$ cat src/rtl/wash_cycle_controller_if.sv
// Signal bundle between the wash-cycle controller and its sensors/actuators.
// The master side drives the sensor/user inputs; the controller is the slave.
interface wash_cycle_controller_if #(
    parameter int RCNT_W = 3
);
    logic              door_close_i;
    logic              start_i;
    logic              filled_i;
    logic              detergent_added_i;
    logic              drained_i;
    logic              abort_i;
    logic              pause_i;
    logic              door_lock_o;
    logic              motor_on_o;
    logic              fill_valve_on_o;
    logic              drain_valve_on_o;
    logic              soap_wash_o;
    logic              water_wash_o;
    logic              done_o;
    logic              fault_o;
    logic [3:0]        state_out_o;
    logic [RCNT_W-1:0] rinse_count_o;

    modport master (
        output door_close_i, start_i, filled_i, detergent_added_i, drained_i, abort_i, pause_i,
        input  door_lock_o, motor_on_o, fill_valve_on_o, drain_valve_on_o, soap_wash_o,
               water_wash_o, done_o, fault_o, state_out_o, rinse_count_o
    );

    modport slave (
        input  door_close_i, start_i, filled_i, detergent_added_i, drained_i, abort_i, pause_i,
        output door_lock_o, motor_on_o, fill_valve_on_o, drain_valve_on_o, soap_wash_o,
               water_wash_o, done_o, fault_o, state_out_o, rinse_count_o
    );
endinterface

$ cat src/rtl/wash_cycle_controller.sv
// Washing-machine sequencer: soap wash, NUM_RINSES rinse passes, timed spin, with
// fill watchdog, user abort and door fault. Define WCC_PAUSE_EN to enable pause/freeze.
module wash_cycle_controller #(
    parameter int TIMER_W      = 16,
    parameter int WASH_TICKS   = 1000,
    parameter int RINSE_TICKS  = 500,
    parameter int SPIN_TICKS   = 800,
    parameter int NUM_RINSES   = 2,
    parameter int RCNT_W       = 3,
    parameter int FILL_TIMEOUT = 2000
) (
    input logic                    clk,
    input logic                    reset,
    wash_cycle_controller_if.slave bus
);
    typedef enum logic [3:0] {
        IDLE  = 4'd0,
        FILL  = 4'd1,
        DET   = 4'd2,
        WASH  = 4'd3,
        DRAIN = 4'd4,
        RINSE = 4'd5,
        SPIN  = 4'd6,
        DONE  = 4'd7,
        FAULT = 4'd8
    } state_t;

    localparam logic [TIMER_W-1:0] FILL_LAST  = TIMER_W'(FILL_TIMEOUT - 1);
    localparam logic [TIMER_W-1:0] WASH_LAST  = TIMER_W'(WASH_TICKS - 1);
    localparam logic [TIMER_W-1:0] RINSE_LAST = TIMER_W'(RINSE_TICKS - 1);
    localparam logic [TIMER_W-1:0] SPIN_LAST  = TIMER_W'(SPIN_TICKS - 1);
    localparam logic [RCNT_W-1:0]  NUM_R      = RCNT_W'(NUM_RINSES);

    state_t              state_q, state_d;
    logic [TIMER_W-1:0]  timer_q, timer_d;
    logic [RCNT_W-1:0]   rcnt_q, rcnt_d;
    logic                abort_q, abort_d;
    logic                rinse_phase_q, rinse_phase_d;
    logic                lock_q, lock_d;
    logic                motor_q, motor_d;
    logic                fill_q, fill_d;
    logic                drain_q, drain_d;
    logic                soap_q, soap_d;
    logic                water_q, water_d;
    logic                done_q, done_d;
    logic                fault_q, fault_d;
    logic                locked;
    logic                abortable;
    logic                paused;
    logic                freeze;

    assign locked    = state_q inside {FILL, DET, WASH, DRAIN, RINSE, SPIN};
    assign abortable = state_q inside {FILL, DET, WASH, RINSE, SPIN};

`ifdef WCC_PAUSE_EN
    assign paused = bus.pause_i && (state_q inside {WASH, RINSE, SPIN});
`else
    logic unused_pause;
    assign unused_pause = bus.pause_i;
    assign paused       = 1'b0;
`endif

    // Sequencing first, then abort overrides it and a door fault overrides everything.
    always_comb begin
        state_d       = state_q;
        abort_d       = abort_q;
        rcnt_d        = rcnt_q;
        rinse_phase_d = rinse_phase_q;
        case (state_q)
            IDLE: if (bus.start_i && bus.door_close_i) state_d = FILL;
            FILL: begin
                if (bus.filled_i)              state_d = rinse_phase_q ? RINSE : DET;
                else if (timer_q == FILL_LAST) state_d = FAULT;
            end
            DET:  if (bus.detergent_added_i) state_d = WASH;
            WASH: if (!paused && timer_q == WASH_LAST) state_d = DRAIN;
            RINSE: begin
                if (!paused && timer_q == RINSE_LAST) begin
                    state_d = DRAIN;
                    rcnt_d  = rcnt_q + RCNT_W'(1);
                end
            end
            DRAIN: begin
                if (bus.abort_i) abort_d = 1'b1;
                if (bus.drained_i) begin
                    if (abort_q || bus.abort_i) begin
                        state_d = IDLE;
                        abort_d = 1'b0;
                        rcnt_d  = '0;
                    end else if (rcnt_q < NUM_R) begin
                        state_d       = FILL;
                        rinse_phase_d = 1'b1;
                    end else begin
                        state_d = SPIN;
                    end
                end
            end
            SPIN: if (!paused && timer_q == SPIN_LAST) state_d = DONE;
            DONE: begin
                state_d = IDLE;
                rcnt_d  = '0;
            end
            FAULT:   state_d = FAULT;
            default: state_d = FAULT;
        endcase

        if (abortable && bus.abort_i) begin
            state_d = DRAIN;
            abort_d = 1'b1;
            rcnt_d  = rcnt_q;
        end

        if (locked && !bus.door_close_i) begin
            state_d       = FAULT;
            abort_d       = abort_q;
            rcnt_d        = rcnt_q;
            rinse_phase_d = rinse_phase_q;
        end

        if (state_d == IDLE) rinse_phase_d = 1'b0;
    end

    // Outputs are decoded from the next state so they change on the same edge as the state.
    assign freeze = paused && (state_d == state_q);

    always_comb begin
        timer_d = '0;
        if (state_d == state_q) timer_d = paused ? timer_q : timer_q + TIMER_W'(1);
        lock_d  = state_d inside {FILL, DET, WASH, DRAIN, RINSE, SPIN, FAULT};
        motor_d = (state_d inside {WASH, RINSE, SPIN}) && !freeze;
        fill_d  = (state_d == FILL);
        drain_d = (state_d inside {DRAIN, FAULT}) || (state_d == SPIN && !freeze);
        soap_d  = !rinse_phase_d && (state_d inside {FILL, DET, WASH, DRAIN});
        water_d = (state_d == SPIN) || (rinse_phase_d && (state_d inside {FILL, RINSE, DRAIN}));
        done_d  = (state_d == DONE);
        fault_d = (state_d == FAULT);
    end

    always_ff @(posedge clk) begin
        if (!reset) begin
            state_q       <= IDLE;
            timer_q       <= '0;
            rcnt_q        <= '0;
            abort_q       <= 1'b0;
            rinse_phase_q <= 1'b0;
            lock_q        <= 1'b0;
            motor_q       <= 1'b0;
            fill_q        <= 1'b0;
            drain_q       <= 1'b0;
            soap_q        <= 1'b0;
            water_q       <= 1'b0;
            done_q        <= 1'b0;
            fault_q       <= 1'b0;
        end else begin
            state_q       <= state_d;
            timer_q       <= timer_d;
            rcnt_q        <= rcnt_d;
            abort_q       <= abort_d;
            rinse_phase_q <= rinse_phase_d;
            lock_q        <= lock_d;
            motor_q       <= motor_d;
            fill_q        <= fill_d;
            drain_q       <= drain_d;
            soap_q        <= soap_d;
            water_q       <= water_d;
            done_q        <= done_d;
            fault_q       <= fault_d;
        end
    end

    assign bus.door_lock_o      = lock_q;
    assign bus.motor_on_o       = motor_q;
    assign bus.fill_valve_on_o  = fill_q;
    assign bus.drain_valve_on_o = drain_q;
    assign bus.soap_wash_o      = soap_q;
    assign bus.water_wash_o     = water_q;
    assign bus.done_o           = done_q;
    assign bus.fault_o          = fault_q;
    assign bus.state_out_o      = state_q;
    assign bus.rinse_count_o    = rcnt_q;
endmodule

$ cat src/flat_wrapper.sv
// flat-port wrapper written by rule: the top's interface ports become plain ports
module wash_cycle_controller_flat 
#(
    parameter int TIMER_W      = 16,
    parameter int WASH_TICKS   = 1000,
    parameter int RINSE_TICKS  = 500,
    parameter int SPIN_TICKS   = 800,
    parameter int NUM_RINSES   = 2,
    parameter int RCNT_W       = 3,
    parameter int FILL_TIMEOUT = 2000
)
  (clk, reset, bus_door_close_i, bus_start_i, bus_filled_i, bus_detergent_added_i, bus_drained_i, bus_abort_i, bus_pause_i, bus_door_lock_o, bus_motor_on_o, bus_fill_valve_on_o, bus_drain_valve_on_o, bus_soap_wash_o, bus_water_wash_o, bus_done_o, bus_fault_o, bus_state_out_o, bus_rinse_count_o);
  wash_cycle_controller_if #(.RCNT_W(RCNT_W)) bus_i ();
  input logic clk;
  input logic reset;
  input wire logic [$bits(bus_i.door_close_i)-1:0] bus_door_close_i;
  input wire logic [$bits(bus_i.start_i)-1:0] bus_start_i;
  input wire logic [$bits(bus_i.filled_i)-1:0] bus_filled_i;
  input wire logic [$bits(bus_i.detergent_added_i)-1:0] bus_detergent_added_i;
  input wire logic [$bits(bus_i.drained_i)-1:0] bus_drained_i;
  input wire logic [$bits(bus_i.abort_i)-1:0] bus_abort_i;
  input wire logic [$bits(bus_i.pause_i)-1:0] bus_pause_i;
  output wire logic [$bits(bus_i.door_lock_o)-1:0] bus_door_lock_o;
  output wire logic [$bits(bus_i.motor_on_o)-1:0] bus_motor_on_o;
  output wire logic [$bits(bus_i.fill_valve_on_o)-1:0] bus_fill_valve_on_o;
  output wire logic [$bits(bus_i.drain_valve_on_o)-1:0] bus_drain_valve_on_o;
  output wire logic [$bits(bus_i.soap_wash_o)-1:0] bus_soap_wash_o;
  output wire logic [$bits(bus_i.water_wash_o)-1:0] bus_water_wash_o;
  output wire logic [$bits(bus_i.done_o)-1:0] bus_done_o;
  output wire logic [$bits(bus_i.fault_o)-1:0] bus_fault_o;
  output wire logic [$bits(bus_i.state_out_o)-1:0] bus_state_out_o;
  output wire logic [$bits(bus_i.rinse_count_o)-1:0] bus_rinse_count_o;
  assign bus_i.door_close_i = bus_door_close_i;
  assign bus_i.start_i = bus_start_i;
  assign bus_i.filled_i = bus_filled_i;
  assign bus_i.detergent_added_i = bus_detergent_added_i;
  assign bus_i.drained_i = bus_drained_i;
  assign bus_i.abort_i = bus_abort_i;
  assign bus_i.pause_i = bus_pause_i;
  assign bus_door_lock_o = bus_i.door_lock_o;
  assign bus_motor_on_o = bus_i.motor_on_o;
  assign bus_fill_valve_on_o = bus_i.fill_valve_on_o;
  assign bus_drain_valve_on_o = bus_i.drain_valve_on_o;
  assign bus_soap_wash_o = bus_i.soap_wash_o;
  assign bus_water_wash_o = bus_i.water_wash_o;
  assign bus_done_o = bus_i.done_o;
  assign bus_fault_o = bus_i.fault_o;
  assign bus_state_out_o = bus_i.state_out_o;
  assign bus_rinse_count_o = bus_i.rinse_count_o;
  wash_cycle_controller #(.TIMER_W(TIMER_W), .WASH_TICKS(WASH_TICKS), .RINSE_TICKS(RINSE_TICKS), .SPIN_TICKS(SPIN_TICKS), .NUM_RINSES(NUM_RINSES), .RCNT_W(RCNT_W), .FILL_TIMEOUT(FILL_TIMEOUT)) u_core (.clk(clk), .reset(reset), .bus(bus_i));
endmodule
$ cat config.mk
export PLATFORM = sky130hd
export DESIGN_NAME = wash_cycle_controller_flat
export DESIGN_NICKNAME = d
export VERILOG_FILES = /design/src/rtl/wash_cycle_controller_if.sv /design/src/rtl/wash_cycle_controller.sv /design/src/flat_wrapper.sv
export SDC_FILE = /design/constraint.sdc
export NUM_CORES = 1
export LEC_CHECK = 0
export CAP_MARGIN = 10
export CORE_ASPECT_RATIO = 0.6
export CORE_UTILIZATION = 40
export CTS_CLUSTER_SIZE = 20
export DETAILED_ROUTE_END_ITERATION = 10
export GPL_TIMING_DRIVEN = 0
export PLACE_DENSITY_LB_ADDON = 0.25
export SLEW_MARGIN = 5
export SYNTH_ARGS = -nofsm -noshare
export SYNTH_HDL_FRONTEND = slang
export SYNTH_SLANG_ARGS = --single-unit
$ cat constraint.sdc
create_clock -name clk -period 2.72 [get_ports clk]
set_clock_uncertainty 0.15 [all_clocks]
set_input_delay 0.408 -clock clk [delete_from_list [all_inputs] [get_ports clk]]
set_output_delay 0.408 -clock clk [all_outputs]
set_load 0.03 [all_outputs]
==> summary.md, run 1 <==
| Metric | Value |
|---|---|
| Total wire length | 4580 um |
| Pint | 940 uW |
| Htree depth | 2 |
| Setup TNS | -18.1 ps |
| Final hold vios | 0 |
| Mux cell area share after synthesis | 0.00546 |
| Tmin final | 2730 ps |
| Largest register FFs | 16 |
| Max-cap violation count | 0 |
| Flop pwr share | 0.390 |
| Sequential area share after synthesis | 0.361 |
| Die area | approximately 4900 sq um |
| ANT cells | 0 |
| Slew Limit Fails | 0 |
| Worst-path cell chain | clkdlybuf4s50_1 > nand2b_1 > a221oi_1 > nor3_1 > a221oi_2 > o2111ai_4 > buf_6 > nor2_1 |
| Post-synth EDFFs | 0 |
| Die Y-Extent | 54.4 um |
| Clk sinks | 33 |
| Synth Register Bits | 33 |
| DR pass1 iterations | 5 |
| I/O Pins | 24 |
| Slowest cell on crit path | a221oi_1 |
| Synth Area in Compound Gates | 0.174 |
| Dpl hpwl | 3240 um |
| Gate count of the mapped netlist | 214 |
| Routed wire per std cell | around 15 um |
| DR vias/cell | ~5.6 |
| Synthesized net count | 225 |
| Post-synth ARST share | 0 |
| Crit start category | primary input |
| Yosys cell types | between 50 and 60 |
| Synth Area in Adders | 0.0137 |
| CTS tree | yes |
| Vias in the first global route | between 1k and 1.5k |
| Result of the run | finished, violations left |
| Pleak | 0.000921 uW |
| Area growth syn-to-layout | 29.8% |
| Residual DRC | 0 |
| Yosys warnings | 0 |
| Layout cells sized above 1 | 0.185 |
| Comb pwr share | 0.317 |
| Worst relative slew slack | 0.475 |
| CP arrival | approximately 2800 ps |
| Worst vdd ir | between 0.0003 and 0.0004 V |
| Xor/xnor cell area share of the yosys netlist | 0.0669 |
| NetSw | 427 uW |
| GRT Overall Usage | 0.204 |
| Worst skew pair latency | 280 ps |
| Layout Nets | 264 |
| Switching portion of total power | 0.312 |
| Largest net degree at the start of global routing | 11 |
| Via count | 1759 |
| Power Dens Cells | 575 nW/um^2 |
| Chip Width | 89.4 um |
| Failing checks | negative setup slack |
| HP Class | flop to flop |
| Initial DRC Count | 150 |
| WP data required | 2790 ps |
| Slowest stage delay, CP | 690 ps |
| Least-Margin Pin Slew | 788 ps |
| Instance area after placement | between 2000 and 2500 sq um |
| Global route total overflow | 0 |
| Tcrit/Tclk final | 1.00 |
| DRT antenna net count | 0 |
| Cts hold-fix bufs | 0 |
| Util after Layout | 0.558 |
| Post-Syn Area | between 1500 and 2000 sq um |
| DP Worst Slack | -543 ps |
| I/O Buffers | 22 |
| Core Footprint | 4260 sq um |
| Synth area leaders | dfxtp_1 (36%), nor2_1 (6.1%), and3_1 (4.4%) |
| First-pass GRT wire length | roughly 7200 um |
| Most flop-heavy register | u_core.timer_q |
| Final Wtd Congestion | 0.877 |
| Post-route cell area | approximately 2400 sq um |
| Row cnt | 18 |
| Clock Power Share | 0.293 |
| Largest family of logic cells by synthesized area | simple AND/OR/NAND/NOR gates |
| CTS Root Cell | clkbuf_8 |
| Initial core utilization | 0.430 |
| Simple-Gate Fraction of Synth Area | 0.348 |
| CP max FO | 8 |
| Power, Total | between 1000 and 1500 uW |
| F_max | 0.366 GHz |
| Worst Path Class, Setup | primary input to flop |
| Critical path capture point type | flop |
| Final Setup Violations | 3 |
| RSZ-0062 raised after global routing | yes |
| Clock transition at path regs | around 60 ps |
| Final Worst Setup Slack | -12.3 ps |
| Total CTS buffers | 5 |
| Initial antenna violation count | 0 |
| Synth area leader | dfxtp_1 |
| Most used DFF post-synth | dfxtp_1 |
| Mean Syn Cell Area | 8.56 sq um |
| CTS Buffer Depth | 2 |
| Yosys top cell area share | 0.361 |
==> critical path, delay by kind of cell <==
kind / cells / cell delay [ps]
AOI/OAI and AO/OA: 3 / 1230
buffers and inverters: 2 / 730
and+or+nand+nor: 3 / 430
==> logic make-up (layout without fill, tap and decap cells) <==
family                   Yosys count  in the layout
AND/OR/NAND/NOR                  113            113
flip-flops                        33             33
AO/OA/AOI/OAI                     40             40
adder cells (fa/ha/maj)            2              2
buffers and inverters             11             51
multiplexers                       1              1
XOR/XNOR                          14             14
==> cell type report <==
cell class,instances,area [sq um]
clock buffers,7,96.3
fillers,378,1880
flip-flops and latches,33,663
plain buffers,7,43.8
inverters,4,15.0
multi-input cells,170,1170
well taps,60,75.1
clock inverters,1,5.00
repair buffers,32,307
==> placed cells by master, fill, tap and decap left out, drive strengths merged, types with 3 or more instances in the layout <==
| master | synthesis | layout |
|---|---|---|
| nand2b | 7 | 7 |
| a31oi | 4 | 4 |
| nand2 | 14 | 14 |
| nor2 | 30 | 30 |
| nor3b | 3 | 3 |
| or2 | 3 | 3 |
| a21oi | 6 | 6 |
| or4 | 4 | 4 |
| buf | 4 | 14 |
| o21ai | 9 | 9 |
| or3 | 3 | 3 |
| and3 | 13 | 13 |
| clkdlybuf4s50 | 0 | 22 |
| xnor2 | 6 | 6 |
| xor2 | 8 | 8 |
| clkbuf | 3 | 10 |
| and2 | 5 | 5 |
| nor3 | 10 | 10 |
| dfxtp | 33 | 33 |
| inv | 4 | 4 |
| nand3 | 9 | 9 |
==> power by group through the flow <==
stage	registers, uW	clock network, uW	logic [uW]
finish	533	401	433
global route	537	436	472
CTS	533	411	398
detailed placement	542	0	350
global placement	542	0	351
floorplan	580	0	211
==> final timing paths <==
kind,startpoint,end,slack (ps),depth (start not counted)
max reg2reg,u_core.timer_q[12]$_SDFF_PN0_,u_core.timer_q[3]$_SDFF_PN0_,0,8
max,bus_door_close_i,u_core.timer_q[3]$_SDFF_PN0_,-10,8
min reg2reg,u_core.timer_q[0]$_SDFF_PN0_,u_core.timer_q[0]$_SDFF_PN0_,280,1
min,u_core.timer_q[0]$_SDFF_PN0_,u_core.timer_q[0]$_SDFF_PN0_,280,1
==> timing repair <==
item                                    CTS  global route
setup buffers                             5             4
pin swaps                                 6             7
resized for setup                        12            10
endpoints found under the setup margin   17            23
cloned                                    1             0
==> cell usage after synthesis (all sizes together) (2+ instances only) <==
cell,number
dfxtp,33
nor2,30
nand2,14
and3,13
nor3,10
nand3,9
o21ai,9
xor2,8
nand2b,7
a21oi,6
xnor2,6
and2,5
a31oi,4
buf,4
inv,4
or4,4
clkbuf,3
nor3b,3
or2,3
or3,3
a21boi,2
a221oi,2
ha,2
nand3b,2
nand4,2
nor2b,2
nor4,2
o21a,2
o31ai,2
==> layer usage <==
layer / track usage / share of wire / vias up
met5: 0 / 0 / -
met4: 0.0476 / 0.0059 / 0
met3: 0.0679 / 0.092 / 6
met2: 0.252 / 0.37 / 96
met1: 0.324 / 0.54 / 804
li1: - / - / 853
==> through the flow <==
stage	std cells	hold WS, ps
final	314	280
after global routing	314	302
after CTS	310	278
after detailed placement	296	305
after global placement	296	292
after floorplan	214	271
No activity file was read; power rests on OpenSTA's default activity.
==> run 2, diff against run 1 <==
clock period = 2.25 ns   (was 2.72 ns; I/O delays follow)
==> run 2 against run 1 <==
- the flow still finishes with violations (negative setup slack)
- via count increased by 0.85%
- critical path type is now flop to flop
- flip-flop and latch count unchanged
- non-clock buffer count increased by 9
- power increased by 31%
- critical endpoint is now u_core.timer_q[10]$_SDFF_PN0_
- global-route usage decreased by 0.25 points
- clock power increased by 32%
- register-to-register slack got worse by 450 ps
- wire length increased by 8.1%
- clock-buffer cell count increased by 1
- largest cell class unchanged
- critical path depth increased by 1
- largest power group unchanged
==> summary.md, run 2 (same netlist as run 1, synthesis figures left out) <==
| Metric | Value |
|---|---|
| Crit start category | flop |
| GRT Overall Usage | 0.202 (-0.00246) |
| Initial core utilization | 0.430 (unchanged) |
| I/O Buffers | 22 (unchanged) |
| Initial antenna violation count | 0 (unchanged) |
| Power Dens Cells | 690 nW/um^2 (+20%) |
| Final Wtd Congestion | 0.943 (+7.5%) |
| ANT cells | 0 (unchanged) |
| Core Footprint | 4260 sq um (unchanged) |
| Commonest non-fill, non-tap cells in the layout | dfxtp_1 (27), nor2_1 (25), clkdlybuf4s50_1 (22) |
| Final Worst Setup Slack | -452 ps (-439 ps) |
| Final Setup Violations | 27 (+24) |
| Initial DRC Count | 193 (+29%) |
| Max-cap violation count | 0 (unchanged) |
| Least-Margin Pin Slew | 628 ps (-160 ps) |
| Slew Limit Fails | 0 (unchanged) |
| Tcrit/Tclk final | 1.20 |
| Chip Width | 89.4 um (unchanged) |
| DP Worst Slack | -844 ps (-302 ps) |
| Row cnt | 18 (unchanged) |
| Result of the run | finished, violations left |
| Via count | 1774 (+0.85%) |
| I/O Pins | 24 (unchanged) |
| Failing checks | negative setup slack |
| Clock transition at path regs | 70 ps (about the same) |
| DRT antenna net count | 0 (unchanged) |
| CP max FO | 4 (-4) |
| FF-to-FF Start | u_core.timer_q[1]$_SDFF_PN0_ |
| Layout cells sized above 1 | 0.285 (+0.100) |
| Hold endpoint | u_core.bus.soap_wash_o$_SDFF_PN0_ |
| Total CTS buffers | 5 (unchanged) |
| Slowest cell on crit path | or3b_4 |
| RSZ-0062 raised after global routing | yes |
| Vias in the first global route | 1454 (-0.34%) |
| Fill cells | 328 (-13%) |
| CTS Root Cell | clkbuf_8 |
| Crit path buf inv count | 1 (-1) |
| Worst r2r path cells | 9 (+1) |
| Clk sinks | 33 (unchanged) |
| Critical path's top delay family | simple AND/OR/NAND/NOR gates |
| First-pass GRT wire length | 7090 um (-2.1%) |
| CTS Buffer Depth | 2 (unchanged) |
| WP data required | 2270 ps (-520 ps) |
| CP Launch Point | u_core.timer_q[1]$_SDFF_PN0_ |
| Crit Reg-Reg Endpoint | u_core.timer_q[10]$_SDFF_PN0_ |
| Worst hold path startpoint | u_core.rinse_phase_q$_SDFF_PN0_ |
| Cts hold-fix bufs | 0 (unchanged) |
| Die Y-Extent | 54.4 um (unchanged) |
| Die area | 4860 sq um (unchanged) |
| Dpl hpwl | 3310 um (+2.1%) |
| Total wire length | 4950 um (+8.1%) |
| DR vias/cell | 5.49 (-2.0%) |
| Layout Nets | 273 (+3.4%) |
| Worst-path cell chain | ha_4 > or3b_4 > nor4_4 > a211o_1 > nand3_4 > or2_4 > o2111ai_4 > buf_4 > a21oi_1 |
| Global route total overflow | 0 (unchanged) |
| Worst relative slew slack | 0.581 (+0.106) |
| Worst skew pair latency | 280 ps (about the same) |
| DR pass1 iterations | 4 (-1) |
| Util after Layout | 0.608 (+0.0500) |
| CTS tree | yes |
| Critical path capture point type | flop |
| Largest register FFs | 16 (unchanged) |
| Routed wire per std cell | 15.3 um (+5.0%) |
| Most common cell after layout, fill and taps aside | dfxtp_1 |
| Most flop-heavy register | u_core.timer_q |
| HP Class | flop to flop |
| Residual DRC | 0 (unchanged) |
| Hold depth | 1 (unchanged) |
| Largest net degree at the start of global routing | 11 (unchanged) |
| Slowest stage delay, CP | 380 ps (-310 ps) |
| Htree depth | 2 (unchanged) |
| CP arrival | 2720 ps (-80 ps) |
| Final hold vios | 0 (unchanged) |
| Pleak | 0.000992 uW (+7.7%) |
| Worst Path Class, Setup | flop to flop |
| R2R setup slack | -450 ps (-450 ps) |
| F_max | between 0.3 and 0.4 GHz |
| Worst vdd ir | 0.000319 V (+5.3%) |
| Area growth syn-to-layout | 41.4% |
| Tmin final | 2700 ps |
run 2: changes by cell type in the layout (fill, tap and decap cells not counted), moves of 3 or more:
cell     before  now
dfxtp_1      31   27
buf_6         4    8
nor2_4        0    3
nor2_1       28   25
buf_4         9   14
run 2: how the worst max path moves through the flow:
| stage | slack [ps] | cells after the start | endpoint |
|---|---|---|---|
| floorplan | -330 | 8 | u_core.timer_q[14]$_SDFF_PN0_ |
| global placement | -830 | 8 | u_core.timer_q[12]$_SDFF_PN0_ |
| detailed placement | -840 | 8 | u_core.timer_q[12]$_SDFF_PN0_ |
| CTS | -430 | 8 | u_core.timer_q[4]$_SDFF_PN0_ |
| global route | -530 | 9 | u_core.timer_q[10]$_SDFF_PN0_ |
| finish | -450 | 9 | u_core.timer_q[10]$_SDFF_PN0_ |
run 2: per-stage QoR:
stage	hold WS [ps]	TNS, ps	power, uW	cells	area [sq um]
after floorplan	271	-4980	979	214	1880
after global placement	289	-15960	1110	296	2180
after detailed placement	294	-15590	1110	296	2180
after CTS	302	-8590	1680	309	2370
after global routing	368	-11610	1870	323	2590
final	328	-9660	1790	323	2590
run 2: where the power goes:
| group | leakage [uW] | total [uW] | internal [uW] | switching, uW |
|---|---|---|---|---|
| logic | 0.000665 | 602 | 273 | 329 |
| clock network | 0.0000566 | 531 | 316 | 215 |
| registers | 0.000270 | 654 | 627 | 27.2 |
| total | 0.000992 | 1790 | 1220 | 572 |
run 2: timing repair:
item	4_1_cts	5_1_grt
cloned	1	0
gates resized for setup	14	27
setup buffers	4	14
pin swaps	6	10
endpoints found under the setup margin	28	29
run 2: worst register-to-register path, stage by stage (launching register included):
cell,delay [ps]
dfxtp_2,360
ha_4,150
or3b_4,380
nor4_4,330
a211o_1,260
nand3_4,120
or2_4,310
o2111ai_4,300
buf_4,180
a21oi_1,40
run 2: layer usage:
metal	wire length, um	vias up	global-route usage	share of wire
li1	-	876	-	-
met1	2640	831	0.323	0.53
met2	1910	60	0.247	0.39
met3	349	7	0.0513	0.071
met4	42	0	0.0688	0.0085
met5	0	-	0	0
run 2: final cells by class:
cell class                      instances  area (sq um)  share of cell area
Tap cell                               60          75.1              0.0290
Inverter                                4          15.0             0.00580
Multi-Input combinational cell        170          1280               0.495
Timing Repair Buffer                   41           382               0.147
Buffer                                  7          51.3              0.0198
Clock buffer                            8           111              0.0430
Sequential cell                        33           673               0.260
==> run 3, diff against run 2 <==
CTS_BUF_LIST = sky130_fd_sc_hd__clkbuf_4   (was not set)
clock period = 3.1 ns   (was 2.25 ns; I/O delays follow)
==> run 3 against run 2 <==
- the run now ends clean
- critical endpoint is now u_core.timer_q[3]$_SDFF_PN0_
- cell area shrank 16%
- core utilization shrank 9.6 points
- clock power shrank 58%
- hold slack lost 7.3 ps
==> summary.md, run 3 (same netlist as run 1, synthesis figures left out) <==
| Metric | Value |
|---|---|
| I/O Buffers | 22 (unchanged) |
| Placed Cells | 296 (unchanged) |
| Initial core utilization | 0.430 (unchanged) |
| Comb pwr share | 0.312 (-0.025) |
| Largest net degree at the start of global routing | 11 (unchanged) |
| Total CTS buffers | 5 (unchanged) |
| Die Y-Extent | 54.4 um (unchanged) |
| Clk sinks | 33 (unchanged) |
| CP arrival | 3160 ps (+440 ps) |
| CTS Buffer Depth | 2 (unchanged) |
| Crit start category | primary input |
| Critical path capture point type | flop |
| Layout cells sized above 1 | 0.102 (-0.183) |
| Dpl hpwl | 3240 um (-2.0%) |
| Post-CTS resize count | 0 (-14) |
| Fill cells | 399 (+22%) |
| Htree depth | 2 (unchanged) |
| Largest register FFs | 16 (unchanged) |
| Chip Width | 89.4 um (unchanged) |
| Max-cap violation count | 0 (unchanged) |
| Slew Limit Fails | 0 (unchanged) |
| R2R setup slack | 170 ps (+620 ps) |
| Footprint of the multi-input gates | 1120 sq um (-13%) |
| Commonest non-fill, non-tap cells in the layout | dfxtp_1 (33), nor2_1 (29), clkdlybuf4s50_1 (22) |
| Row cnt | 18 (unchanged) |
| CP Launch Point | bus_abort_i |
| DR vias/cell | 5.59 (+1.7%) |
| Global route total overflow | 0 (unchanged) |
| Worst vdd ir | 0.000237 V (-26%) |
| Result of the run | finished, final reports clean |
| Initial DRC Count | 125 (-35%) |
| CTS tree | yes |
| Residual DRC | 0 (unchanged) |
| Hold depth | 1 (unchanged) |
| Power Dens Cells | 460 nW/um^2 (-33%) |
| Final Worst Setup Slack | 62.6 ps (+514 ps) |
| Least-Margin Pin Slew | 702 ps (+73.3 ps) |
| NetSw | 345 uW (-40%) |
| Final cell count without fillers | 304 (-5.9%) |
| Clock transition at path regs | 100 ps (+30 ps) |
| Flop pwr share | 0.464 (+0.098) |
| CP max FO | 10 (+6) |
| Most common cell after layout, fill and taps aside | dfxtp_1 |
| DRT antenna net count | 0 (unchanged) |
| Routed wire per std cell | 14.1 um (-7.8%) |
| I/O Pins | 24 (unchanged) |
| Tcrit/Tclk final | 0.980 |
| DR pass1 iterations | 4 (unchanged) |
| FF-to-FF Start | u_core.bus.state_out_o[1]$_SDFF_PN0_ |
| Layout Nets | 254 (-7.0%) |
| Cts hold-fix bufs | 0 (unchanged) |
| Worst skew pair latency | 340 ps (+60 ps) |
| Vias in the first global route | 1407 (-3.2%) |
| Worst setup path end | u_core.timer_q[3]$_SDFF_PN0_ |
| Core Footprint | 4260 sq um (unchanged) |
| Die area | 4860 sq um (unchanged) |
| Final hold vios | 0 (unchanged) |
| Total wire length | 4300 um (-13%) |
| Area growth syn-to-layout | 19.2% |
| Pint | 660 uW (-46%) |
| WP data required | 3230 ps (+960 ps) |
| ANT cells | 0 (unchanged) |
| Tmin final | 3040 ps |
| Setup fix buffers added after clock tree synthesis | 0 (-4) |
| Initial antenna violation count | 0 (unchanged) |
| Switching portion of total power | 0.343 (+0.0232) |
| GRT Overall Usage | 0.194 (-0.00784) |
| Via count | 1698 (-4.3%) |
| CTS Root Cell | clkbuf_4 |
| Final Wtd Congestion | 0.877 (-7.0%) |
| RSZ-0062 raised after global routing | no |
| Most flop-heavy register | u_core.timer_q |
| Setup TNS | 0 ps (+9660 ps) |
| HP Class | flop to flop |
| Worst Path Class, Setup | primary input to flop |
| First-pass GRT wire length | 6840 um (-3.5%) |
| Worst relative slew slack | 0.532 (-0.0488) |
| Crit Reg-Reg Endpoint | u_core.timer_q[3]$_SDFF_PN0_ |
| F_max | ~0.33 GHz |
| Register area | 661 sq um (-1.9%) |
| Worst r2r path cells | 9 (unchanged) |
| Final Setup Violations | 0 (-100%) |
| Pleak | 0.000830 uW (-16%) |
| Clock Power Share | 0.224 (-0.073) |
| DP Worst Slack | -220 ps (+625 ps) |
-- run 3: layout make-up --
cell class | count | share of cell area
Buffer | 7 | 0.0195
Inverter | 4 | 0.00688
Tap cell | 60 | 0.0344
Multi-Input combinational cell | 170 | 0.513
Clock buffer | 5 | 0.0172
Clock inverter | 3 | 0.00573
Timing Repair Buffer | 22 | 0.101
Sequential cell | 33 | 0.303
-- run 3: metal layers --
layer | up-vias | track usage | routed length (um)
met4 | 0 | 0.0635 | 41
li1 | 836 | - | -
met3 | 7 | 0.0875 | 479
met2 | 75 | 0.215 | 1470
met5 | - | 0 | 0
met1 | 780 | 0.305 | 2310
-- run 3: worst min-delay path by stage --
stage	to	startpoint
floorplan	u_core.bus.soap_wash_o$_SDFF_PN0_	u_core.rinse_phase_q$_SDFF_PN0_
global placement	u_core.timer_q[0]$_SDFF_PN0_	u_core.timer_q[0]$_SDFF_PN0_
detailed placement	u_core.timer_q[0]$_SDFF_PN0_	u_core.timer_q[0]$_SDFF_PN0_
CTS	u_core.timer_q[0]$_SDFF_PN0_	u_core.timer_q[0]$_SDFF_PN0_
global route	u_core.timer_q[0]$_SDFF_PN0_	u_core.timer_q[0]$_SDFF_PN0_
finish	u_core.timer_q[0]$_SDFF_PN0_	u_core.timer_q[0]$_SDFF_PN0_
-- run 3: worst max-delay path: stages --
cell	delay [ps]
clkdlybuf4s50_1	480
or2_2	350
o32ai_1	590
o21ai_0	230
a221oi_1	450
o2111ai_4	270
buf_6	220
nor2_1	100
-- run 3: power by group through the flow --
stage | sequential (uW) | combinational (uW) | clock (uW)
final | 466 | 313 | 225
after global placement | 476 | 308 | 0
after floorplan | 509 | 185 | 0
after CTS | 466 | 308 | 234
after detailed placement | 476 | 307 | 0
after global routing | 470 | 347 | 250
-- run 3: metrics by stage --
| step | total power (uW) | hold slack, ps | cell area [sq um] | util |
|---|---|---|---|---|
| after detailed placement | 783 | 305 | 2130 | 0.500 |
| final | 1000 | 321 | 2180 | 0.513 |
| after floorplan | 694 | 271 | 1830 | - |
| after CTS | 1010 | 322 | 2180 | 0.511 |
| after global placement | 784 | 292 | 2130 | 0.500 |
| after global routing | 1070 | 357 | 2180 | 0.513 |
